$ cat config.mk
export PLATFORM = sky130hd
export DESIGN_NAME = move_input_ctrl
export DESIGN_NICKNAME = d
export VERILOG_FILES = /design/src/rtl/move_input_ctrl.sv
export SDC_FILE = /design/constraint.sdc
export NUM_CORES = 1
export LEC_CHECK = 0
export CAP_MARGIN = 20
export CORE_ASPECT_RATIO = 0.75
export CORE_UTILIZATION = 30
export DETAILED_ROUTE_END_ITERATION = 8
export PLACE_DENSITY_LB_ADDON = 0.25
export REMOVE_ABC_BUFFERS = 1
export SYNTH_ARGS = -nofsm -noshare
export SYNTH_HDL_FRONTEND = slang
export SYNTH_SLANG_ARGS = --single-unit
$ cat constraint.sdc
create_clock -name clk -period 3.95 [get_ports clk]
set_input_delay 0.5925 -clock clk [delete_from_list [all_inputs] [get_ports clk]]
set_output_delay 0.5925 -clock clk [all_outputs]
set_load 0.02 [all_outputs]
$ cat src/rtl/move_input_ctrl.sv
// Snake direction front-end: synchronise, debounce and edge-detect four buttons,
// filter illegal turns and queue up to two, committing one per step tick.
module move_input_ctrl #(
    parameter int DEBOUNCE_CYCLES = 1000000,
    parameter int QUEUE_DEPTH     = 2
) (
    input  logic       clk,
    input  logic       resetButton_n,
    input  logic       btn_right,
    input  logic       btn_down,
    input  logic       btn_left,
    input  logic       btn_up,
    input  logic       step_tick,
    input  logic       game_over,
    output logic [2:0] inmove,
    output logic [1:0] queue_level,
    output logic       started
);

    localparam int              CW   = $clog2(DEBOUNCE_CYCLES + 1);
    localparam logic [CW-1:0]   CMAX = CW'(DEBOUNCE_CYCLES - 1);
    localparam logic [1:0]      FULL = 2'(QUEUE_DEPTH);
    localparam logic [2:0]      HOME = 3'b100;

    logic [3:0]    w_raw;
    logic [3:0]    r_sync1, r_sync2, r_deb, r_deb_d;
    logic [CW-1:0] r_cnt [4];
    logic [3:0]    w_rise;

    logic [2:0] r_inmove, r_q0, r_q1;
    logic [1:0] r_level;
    logic       r_started;

    logic       w_ev_valid, w_legal, w_push, w_pop;
    logic [2:0] w_ev_dir, w_ref, w_opp;
    logic [2:0] w_inmove_n, w_q0_n, w_q1_n;
    logic [1:0] w_level_n;
    logic       w_started_n;

    assign w_raw  = {btn_up, btn_left, btn_down, btn_right};
    assign w_rise = r_deb & ~r_deb_d;

    always_ff @(posedge clk or negedge resetButton_n) begin
        if (!resetButton_n) begin
            r_sync1 <= '0;
            r_sync2 <= '0;
            r_deb   <= '0;
            r_deb_d <= '0;
            for (int i = 0; i < 4; i++) r_cnt[i] <= '0;
        end else begin
            r_sync1 <= w_raw;
            r_sync2 <= r_sync1;
            r_deb_d <= r_deb;
            for (int i = 0; i < 4; i++) begin
                if (r_sync2[i] == r_deb[i]) begin
                    r_cnt[i] <= '0;
                end else if (r_cnt[i] == CMAX) begin
                    r_deb[i] <= r_sync2[i];
                    r_cnt[i] <= '0;
                end else begin
                    r_cnt[i] <= r_cnt[i] + 1'b1;
                end
            end
        end
    end

    // Lowest button index wins; losers are dropped.
    always_comb begin
        w_ev_valid = 1'b1;
        w_ev_dir   = 3'b000;
        if (w_rise[0])      w_ev_dir = 3'b000;
        else if (w_rise[1]) w_ev_dir = 3'b001;
        else if (w_rise[2]) w_ev_dir = 3'b010;
        else if (w_rise[3]) w_ev_dir = 3'b011;
        else                w_ev_valid = 1'b0;
    end

    assign w_ref = (r_level == 2'd0) ? r_inmove :
                   (r_level == 2'd1) ? r_q0 : r_q1;
    assign w_opp = {w_ref[2], ~w_ref[1], w_ref[0]};

    // At home the body trails at -x, so only -x is illegal.
    assign w_legal = (w_ref == HOME) ? (w_ev_dir != 3'b010)
                   : (w_ev_dir != w_ref) && (w_ev_dir != w_opp);

    assign w_pop  = step_tick && (r_level != 2'd0);
    assign w_push = w_ev_valid && w_legal && !game_over &&
                    ((r_level != FULL) || step_tick);

    always_comb begin
        w_inmove_n  = r_inmove;
        w_q0_n      = r_q0;
        w_q1_n      = r_q1;
        w_level_n   = r_level;
        w_started_n = r_started;
        if (game_over) begin
            w_inmove_n  = HOME;
            w_level_n   = 2'd0;
            w_started_n = 1'b0;
        end else begin
            if (w_pop) begin
                w_inmove_n  = r_q0;
                w_started_n = 1'b1;
            end
            case ({w_push, w_pop})
                2'b11: begin
                    if (r_level == 2'd1) begin
                        w_q0_n = w_ev_dir;
                    end else begin
                        w_q0_n = r_q1;
                        w_q1_n = w_ev_dir;
                    end
                end
                2'b01: begin
                    w_q0_n    = r_q1;
                    w_level_n = r_level - 2'd1;
                end
                2'b10: begin
                    if (r_level == 2'd0) w_q0_n = w_ev_dir;
                    else                 w_q1_n = w_ev_dir;
                    w_level_n = r_level + 2'd1;
                end
                default: ;
            endcase
        end
    end

    always_ff @(posedge clk or negedge resetButton_n) begin
        if (!resetButton_n) begin
            r_inmove  <= HOME;
            r_q0      <= '0;
            r_q1      <= '0;
            r_level   <= '0;
            r_started <= 1'b0;
        end else begin
            r_inmove  <= w_inmove_n;
            r_q0      <= w_q0_n;
            r_q1      <= w_q1_n;
            r_level   <= w_level_n;
            r_started <= w_started_n;
        end
    end

    assign inmove      = r_inmove;
    assign queue_level = r_level;
    assign started     = r_started;

endmodule

* Word-level counts from Yosys, hierarchy flattened *
Cells that the tools add are included.

storage, ports and cells
  register bits after elaboration = 108
  latch bits = 0
  RAM bits = 0
  ROM bits = 0
  input bits = 8
  word-level logic and storage cells = 100
  memories = 0

operators by class
  add/subtract/negate cells = 6
  multipliers = 0
  div/mod/pow operators = 0
  $lt $le $gt $ge = 0
  equality and inequality tests = 20
  shift operators = 0
  mux-type cells = 31
  bitwise gates (word level) = 8
  reductions and logical operators = 19

operators with widths
  cell                     number
  $mux W20                 8
  $add A20 B1 Y20 const B  4
  $eq A20 B20 Y1 const B   4
  $mux W3                  8
  $mux W2                  5
  $pmux W3 S3              1
  $ne A2 B2 Y1 const B     4
  $reduce_and A2 Y1        4
  $mux W1                  7
  $ne A3 B3 Y1             2
  $not A1 Y1               6
  $pmux W3 S2              1
  $reduce_bool A2 Y1       3
  $reduce_bool A3 Y1       2
  $logic_and A1 B1 Y1      5
  $and A4 B4 Y4            1
  $eq A1 B1 Y1             4
  $eq A2 B1 Y1 const B     2
  $eq A2 B2 Y1 const B     2
  $not A4 Y4               1
  $pmux W2 S2              1
  $reduce_and A4 Y1        1
  $eq A3 B3 Y1 const B     1
  $ne A3 B2 Y1 const B     1
  other kinds (6)          6

* Depth between registers and ports, before layout *
  depth in word-level cells = 15
  mapped depth = 12
  gate-level depth less buffers = 12

* Least setup slack after synthesis *
OpenSTA, ideal clock, no wires.

  path type = register -> register
  start point = register r_deb_d[3]
  end point = register r_q1[0]
  setup time = 0.125 ns
  data arrival time = 2.488 ns
  required time = 3.825 ns
  slack = 1.337 ns
  stages on the path, launching flop included = 12
  cells stage by stage = dfrtp_1 > nand2b_1 > nand2b_1 > a21oi_2 > xor2_1 > or3b_2 > o211a_1 > ha_1 > a22oi_1 > o21ai_0 > nor2_1 > mux2_2

on the way
  longest elaborated chain between the ends = 15
  elaborated cells on any way between the ends = 27
  those cells by class = eq/ne (7); mux (12); bitwise (2); reduce/logical (6)

ends and longest elaborated chain
  element                                                       RTL line  source
  from (decl)                                                   26        logic [3:0] r_sync1, r_sync2, r_deb, r_deb_d;
  from (signal assigned)                                        53        r_deb_d <= r_deb;
  $not A4 Y4 *                                                  41        assign w_rise = r_deb & ~r_deb_d;
  $and A4 B4 Y4 *                                               41
  $mux W2                                                       74        else if (w_rise[3]) w_ev_dir = 3'b011;
  $mux W2                                                       73        else if (w_rise[2]) w_ev_dir = 3'b010;
  $mux W2                                                       72        else if (w_rise[1]) w_ev_dir = 3'b001;
  $mux W2                                                       71        if (w_rise[0]) w_ev_dir = 3'b000;
  $ne A3 B3 Y1                                                  84        : (w_ev_dir != w_ref) && (w_ev_dir != w_opp);
  $logic_and A1 B1 Y1                                           84
  $mux W1                                                       83        assign w_legal = (w_ref == HOME) ? (w_ev_dir != 3'b010)
  $logic_and A1 B1 Y1 (3 in a row)                              87        assign w_push = w_ev_valid && w_legal && !game_over &&
  $eq A2 B2 Y1                                                  105       case ({w_push, w_pop})
  $ne A2 B2 Y1 (no line) or $reduce_bool A2 Y1 (tied branches)  n/a
  $reduce_and A4 Y1 (no line)                                   n/a
  to (signal assigned)                                          138       r_q1 <= w_q1_n;
  to (decl)                                                     30        logic [2:0] r_inmove, r_q0, r_q1;

Every way passes the cells marked *; elsewhere a longest branch is shown, timed or not. The select of a mux whose other input is x is not followed.
A chain may end at the register's enable or synchronous reset.

* Final worst setup path *
Same ends and word-level chain as after synthesis.

==> run summary <==
Hold Fails Final Rpt: 0
Pre-CTS worst setup slack: 1130 ps
R2R Path Start: r_deb_d[3]
H-tree depth: 3
Vias in the first global route: 3212
EDFF count, synth: 0
Finished Cell Area: 0.00566 mm²
Tmin final: 2800 ps
CTS sink count: 106
Max VDD drop: 0.000188 V
DIE HEIGHT: 114 µm
Area Growth Syn to Fin: 13.4%
Fin Clk Skew: 5.92 ps
# DRC: 0
Worst slew pin tran: 746 ps
Post-DP HPWL: 5780 µm
Vias per cell: 4.56
Drt first pass iters: 4
Die footprint: 0.0171 mm²
Layout Cells excl Fill: 720
CP startpoint kind: flop
Total Nets Final: 523
RSZ-0062 raised after global routing: false
Slew margin rel.: 0.502
Die Wd: 151 µm
DR vias: 3283
ANT nets after route: 0
Wire per inst: 11.8 µm
CTS resizes: 0
PD cells: 381 mW/mm²
RR Endpoint: r_q1[0]
Clock buffer depth: 2
Synth Warn #: 0
Core area: 0.0161 mm²
Required @ worst endpoint: 4180 ps
Hold crit path type: in -> async
GRT Util Overall: 0.111
Syn_area_per_cell: 10.2 µm²
Initial antenna violation count: 0
Syn Inst Count: 489
Cells after DPL: 703
CTS tree: done
Largest net degree at the start of global routing: 85
Sequential share of the synthesized area: 0.532
Number of synthesized register bits: 106
Starting density of the core: 0.309
Gr ovfl total: 0
Worst skew pair latency: 340 ps
TNS Setup: 0 ps
Proportion of layout cells with a drive suffix above 1: 0.0667
Critical path endpoint category: flop
Detailed router's first-iteration violation count: 233
R2R depth: 11
Period Utilization, post-route: 0.710
R2R setup slack: 1150 ps
CTS buffer count: 9
RD Place Congestion: 0.779
Routed Wire Length: 8500 µm
Static Leak: 0.00247 µW
Clk slew on worst S/H paths: 70 ps
Max frequency: 0.357 GHz
Port Buffers: 13
Max-cap viol count: 0
Async set-or-reset flop fraction in the synthesized netlist: 1.00
CTS root buf: clkbuf_16
Top-Level Pins: 14
Hold Buf Count CTS: 0
Fin. max-slew vios: 0
First-pass GRT wire length: 15100 µm
Main flop type after synthesis: dfrtp_1
CP arrival: 3030 ps
Kind of critical path: reg -> reg
Status: finished clean
Count of final setup violators: 0
Area after DPL: 0.00533 mm²
Mapped cell area: 0.00499 mm²
Row count: 40
Antenna cell count: 0
Highest net fanout along the worst path: 6
Postcts setup bufs: 0
Final worst slack: 1150 ps
Library cells used by synthesis: 45
## critical path, stage by stage (launching register included)
cell      delay, ps
dfrtp_1         350
nand2b_1        140
nand2b_1        160
a21oi_2         220
xor2_1          120
or3b_2          470
o211a_1         160
ha_1            250
a22oi_1         190
o21ai_0         100
nor2_1          160
mux2_2          360
## routing by layer
metal,GRT usage,vias up,part of all wire
li1,-,1674,-
met1,0.156,1566,0.54
met2,0.162,35,0.42
met3,0.0364,8,0.034
met4,0.0340,0,0.013
met5,0,-,0
## layout by cell type (no fill, tap or decap), drive strengths merged, types with 8 or more instances in the layout
cell and n:
nand3 28, and3 12, inv 11, xor2 49, nor3 9, clkbuf 14, nor2 93, nand4 14
clkdlybuf4s50 12, a21oi 13, dfrtp 105, nand2b 8, ha 10, o21ai 10, nand2 34, xnor2 23
## through the flow
step,hold slack (ps),power [µW],utilization
6_report,210,2160,0.351
5_1_grt,236,2260,0.351
4_1_cts,353,2200,0.349
3_5_place_dp,337,1280,0.331
3_3_place_gp,337,1280,0.331
2_1_floorplan,297,1220,-
## state kept, by name (all words and copies together), names as in the netlist
name,count
started,1
queue_level,2
r_q1,2
r_sync2,4
r_q0,2
r_cnt,80
inmove,3
r_deb_d,4
r_sync1,4
r_deb,4
## Yosys cell counts (7+ instances only)
library cell | n | area (µm²)
a21oi_1 | 12 | 60.1
o21ai_0 | 10 | 50.1
buf_2 | 7 | 35.0
inv_1 | 11 | 41.3
and3_1 | 10 | 62.6
nand4_1 | 14 | 87.6
dfrtp_1 | 105 | 2630
or3_1 | 7 | 43.8
mux2_2 | 7 | 78.8
nand2b_1 | 8 | 50.1
nor2_1 | 93 | 349
xnor2_1 | 23 | 201
xor2_1 | 49 | 429
nor3_1 | 9 | 45.0
nand2_1 | 34 | 128
nand3_1 | 27 | 135
ha_1 | 10 | 125
## kinds of logic (layout without fill, tap and decap cells)
kind of cell    Yosys count  after routing  synth area share
mux                      12             12            0.0258
fa+ha+maj                10             10            0.0251
xor+xnor                 72             72             0.126
compound gates           30             30            0.0349
flops                   106            106             0.532
buf+inv                  23             44            0.0221
simple gates            236            236             0.234
## power by group
| part | internal, µW | leakage [µW] | switching [µW] |
|---|---|---|---|
| registers | 1110 | 0.00145 | 19.2 |
| clock network | 526 | 0.000147 | 369 |
| logic | 51.8 | 0.000873 | 79.8 |
| total | 1690 | 0.00247 | 468 |
## cell type report
cell class	count	area [µm²]
Multi-Input combinational cell	360	2220
Clock inverter	2	35.0
Timing Repair Buffer	17	178
Tap cell	210	263
Clock buffer	14	264
Inverter	11	41.3
Fill cell	1659	10500
Sequential cell	106	2650
## worst max path at each step
stage / startpoint / to / slack [ps] / cells past startpoint
5_1_grt: r_deb_d[3] / r_q1[0] / 930 / 11
3_3_place_gp: r_deb_d[3] / r_q1[1] / 1160 / 11
6_report: r_deb_d[3] / r_q1[0] / 1150 / 11
2_1_floorplan: r_deb_d[3] / r_q1[0] / 1340 / 11
4_1_cts: r_deb_d[3] / r_q1[0] / 1120 / 11
3_5_place_dp: r_deb_d[3] / r_q1[0] / 1130 / 11
(Power assumes the default switching activity.)
==> variant 1, RTL diff (config.mk and constraints unchanged) <==
Set the parameter `DEBOUNCE_CYCLES` to 2000000 (it was 1000000).
--- a/src/rtl/move_input_ctrl.sv
+++ b/src/rtl/move_input_ctrl.sv
@@ -3,3 +3,3 @@
 module move_input_ctrl #(
-    parameter int DEBOUNCE_CYCLES = 1000000,
+    parameter int DEBOUNCE_CYCLES = 2000000,
     parameter int QUEUE_DEPTH     = 2
Check against the original RTL: same outputs for any inputs over 10 cycles, from zero or initial values and one cycle with resetButton_n low; that may be too few to reach the edited logic, so the function may still have changed.
==> variant 1 against the unedited design <==
- setup slack gained 170 ps
- wire length grew 7.3%
- sequential share of layout area shrank 0.97 points
- largest power group unchanged
- sequential cell count grew 4
- final area grew 6.0%
- critical path type unchanged
- utilization is essentially flat
- area after synthesis grew 6.9%
- critical endpoint is now r_q1[1]
- final cell count grew 6.5%
- power grew 5.0%
==> variant 1: results <==
status:
  outcome: "finished clean"
synth:
  yosysSeqAreaShare_pct: 51.6
  synth_top_cells_by_area: "dfrtp_1 51%, xor2_1 7.9%, nor2_1 7.7%"
  synth_common_cells: "110 x nor2_1, 109 x dfrtp_1, 48 x xor2_1, 35 x xnor2_1, 34 x nand2_1"
  avgSynthCellArea_um2: 10.5
  synthDistinctLibCells: 48
clock_tree:
  clk_latency_ps: 340
setup_path:
  reg2reg_from: "queue_level[0]"
  crit_family: "adder cells"
  cp_slowest_cell: "dfrtp_1"
  slowest_delay_ps: 400
  cp.arrival_ps: 2860
  path_max_fanout: 7
placed_design:
  dp_cells: 751
  globalplace.congestion: 0.786
  place_area_um2: 5680
  dp_hpwl_um: 6210
power:
  ir_drop_v: 0.000194
  total_leakage_power_nw: 2.49
global_route:
  grt_max_degree: 62
  grt_pass1_wl_um: 16200
  grt_usage_pct: 10.9
  grt_pass1_vias: 3410
cells_and_area:
  nFillCells: 1689
  largest_reg_flops: 84
  nets: 544
  drive_gt1_share_pct: 8.85
sta:
  finalClockSkew_ps: 10.3
route:
  vias_per_cell: 4.54
  wl_per_cell_um: 11.9
  drt_wl_total_um: 9120
  drt_iter0_markers: 179
[variant 1: cell types whose count changed after synthesis, moves of 5 or more]
cell / before / now
nor2_1: 93 / 110
xnor2_1: 23 / 35
o21ai_0: 10 / 2
a21oi_1: 12 / 5
or3_1: 7 / 0
buf_2: 7 / 1
buf_6: 1 / 6
[variant 1: area by class of cell]
cell class	instances	area [um^2]	share of cell area [%]
Sequential cell	110	2750	45.9
Clock buffer	12	246	4.11
Inverter	11	41.3	0.689
Clock inverter	4	70.1	1.17
Timing Repair Buffer	15	143	2.38
Tap cell	236	295	4.92
Multi-Input combinational cell	379	2450	40.8
[variant 1: where the power goes]
part,leakage (nW),total [mW],internal [mW],switching (mW)
Clock,0.157,0.964,0.572,0.392
Combinational,0.832,0.130,0.0473,0.0824
Sequential,1.50,1.17,1.15,0.0209
Total,2.49,2.26,1.77,0.495
[variant 1: path summary, 6_finish.rpt]
check | slack, ps | endpoint
worst max-delay path | 1310 | r_q1[1]
worst min-delay path | 320 | r_cnt[66]
worst max register to register | 1310 | r_q1[1]
worst min register to register | 360 | r_sync2[2]
max in group asynchronous | 2760 | inmove[2]
min in group clk | 360 | r_sync2[2]
[variant 1: cells by family after synthesis]
logic type	after synthesis	synth area share, %
AO/OA/AOI/OAI	14	1.88
XOR/XNOR	83	13.6
adder cells (fa/ha/maj)	10	2.35
buffers and inverters	21	2.49
flip-flops	110	51.6
multiplexers	11	2.23
AND/OR/NAND/NOR	261	25.8
[variant 1: metal layers]
layer	wire (um)	track usage [%]	vias to the layer above	share of wire [%]
met1	4880	15.6	1702	54
met4	110	3.19	0	1.2
met3	231	2.65	8	2.5
li1	-	-	1734	-
met5	0	0	-	0
met2	3900	16.1	36	43
==> variant 2, RTL diff (same settings) <==
Made on the original files. Make the reset (`resetButton_n`) synchronous in 2 clocked blocks.
--- a/src/rtl/move_input_ctrl.sv
+++ b/src/rtl/move_input_ctrl.sv
@@ -42,3 +42,3 @@
 
-    always_ff @(posedge clk or negedge resetButton_n) begin
+    always_ff @(posedge clk) begin
         if (!resetButton_n) begin
@@ -127,3 +127,3 @@
 
-    always_ff @(posedge clk or negedge resetButton_n) begin
+    always_ff @(posedge clk) begin
         if (!resetButton_n) begin
Function: same outputs for any inputs over 10 cycles, from zero or initial values and one cycle with resetButton_n low; that may be too few to reach the edited logic, so the function may still have changed.
==> variant 2 against the unedited design <==
- non-clock buffer count fell by 3
- count of clock-buffer cells in the layout fell by 5
- combinational power fell by 37%
- utilization rose by 1.1 points
- final area rose by 14%
- setup slack improved by 36 ps
- clock power fell by 2%
- critical endpoint is now r_q0[0]
- sequential cell count did not move
- synthesized cell count rose by 6.1%
- power rose by 3.7%
- hold slack improved by 230 ps
- wire length rose by 12%
- area after synthesis rose by 10%
- critical path type unchanged
==> variant 2: results <==
clock_tree:
  clk_latency_ps: 360
  numCtsBuffers: 9
  clkTransAtPathRegs_ps: 70
  cts_hold_buf: 0
cells_and_area:
  final_cells: 859
  nets: 632
  final-seq-area_um2: 2920
  largest_reg_flops: 80
  nFillCells: 1817
  regMostFlops: "r_cnt"
  drive_gt1_share_pct: 4.86
route:
  wl_met1_um: 4840
  met3WireLength_um: 383
  met2_length_um: 4160
  drt_wl_total_um: 9520
  top_layer_used: "met4"
  drt_iter0_markers: 225
  vias_per_cell: 4.31
synth:
  yosysSeqAreaShare_pct: 53.2
  async_reset_ff_share_pct: 0
  synth_edf_count: 80
  synth_common_cells: "103 x nor2_1, 80 x edfxtp_1, 50 x xor2_1, 39 x nand2_1, 30 x nand3_1"
  synth_top_family_by_area: "simple AND/OR/NAND/NOR gates"
  synthXorXnorAreaFrac_pct: 12.4
  synth_compound_area_share_pct: 2.94
  synthDistinctLibCells: 48
  synth_top_cells_by_area: "edfxtp_1 44%, dfxtp_1 9.5%, xor2_1 8.0%"
  synthAdderAreaFrac_pct: 2.73
  avgSynthCellArea_um2: 10.6
  muxShareOfSynthArea_pct: 1.28
global_route:
  antenna_found_initial: 0
  grt_pass1_wl_um: 16900
  grt_usage_pct: 11.4
  gr-usage-met3_pct: 3.78
  met1_usage_pct: 14.7
  grt_max_degree: 21
  globalRouteMet2Util_pct: 17.7
  grt_pass1_vias: 3652
setup_path:
  path_max_fanout: 5
  cp_slowest_cell: "a211oi_1"
  startpoint: "queue_level[0]"
  slowest_delay_ps: 450
  crit_family: "compound AO/OA/AOI/OAI gates"
  reg2reg_to: "r_q0[0]"
  cp.arrival_ps: 3070
  critPathCaptureType: "flop"
sta:
  worst_slew_pin_slew_ps: 801
  period_needed_ps: 2770
  finalClockSkew_ps: 10.7
hold_path:
  hold_class: "reg -> reg"
placed_design:
  place_ws_ps: 1020
  dp_cells: 843
  globalplace.congestion: 0.789
  place_area_um2: 6140
  dp_hpwl_um: 6790
status:
  outcome: "finished clean"
power:
  ir_drop_v: 0.000204
  total_leakage_power_nw: 2.27
[variant 2: changes by cell type in the layout (fill, tap and decap cells not counted), moves of 9 or more]
cell	delta
dfrtp_1	-105
dfxtp_1	+26
nor2b_1	+9
edfxtp_1	+80
conb_1	+80
nor2_1	+10
[variant 2: worst min path at each step]
stage,from,to,slack (ps),cells past startpoint
6_report,r_sync1[1],r_sync2[1],440,1
3_5_place_dp,r_sync1[1],r_sync2[1],430,1
5_1_grt,r_sync1[1],r_sync2[1],470,1
3_3_place_gp,r_sync1[2],r_sync2[2],410,1
2_1_floorplan,r_sync1[0],r_sync2[0],410,1
4_1_cts,r_sync1[1],r_sync2[1],450,1
[variant 2: power by group]
part	internal (mW)	switching (mW)
Sequential	1.24	0.0404
Clock	0.440	0.436
Combinational	0.0365	0.0473
[variant 2: layout make-up]
cell class,count,area share (%)
multi-input cells,469,42.5
clock inverters,7,0.915
flip-flops and latches,106,45.5
inverters,12,0.701
well taps,242,4.71
clock buffers,9,3.51
repair buffers,14,2.14
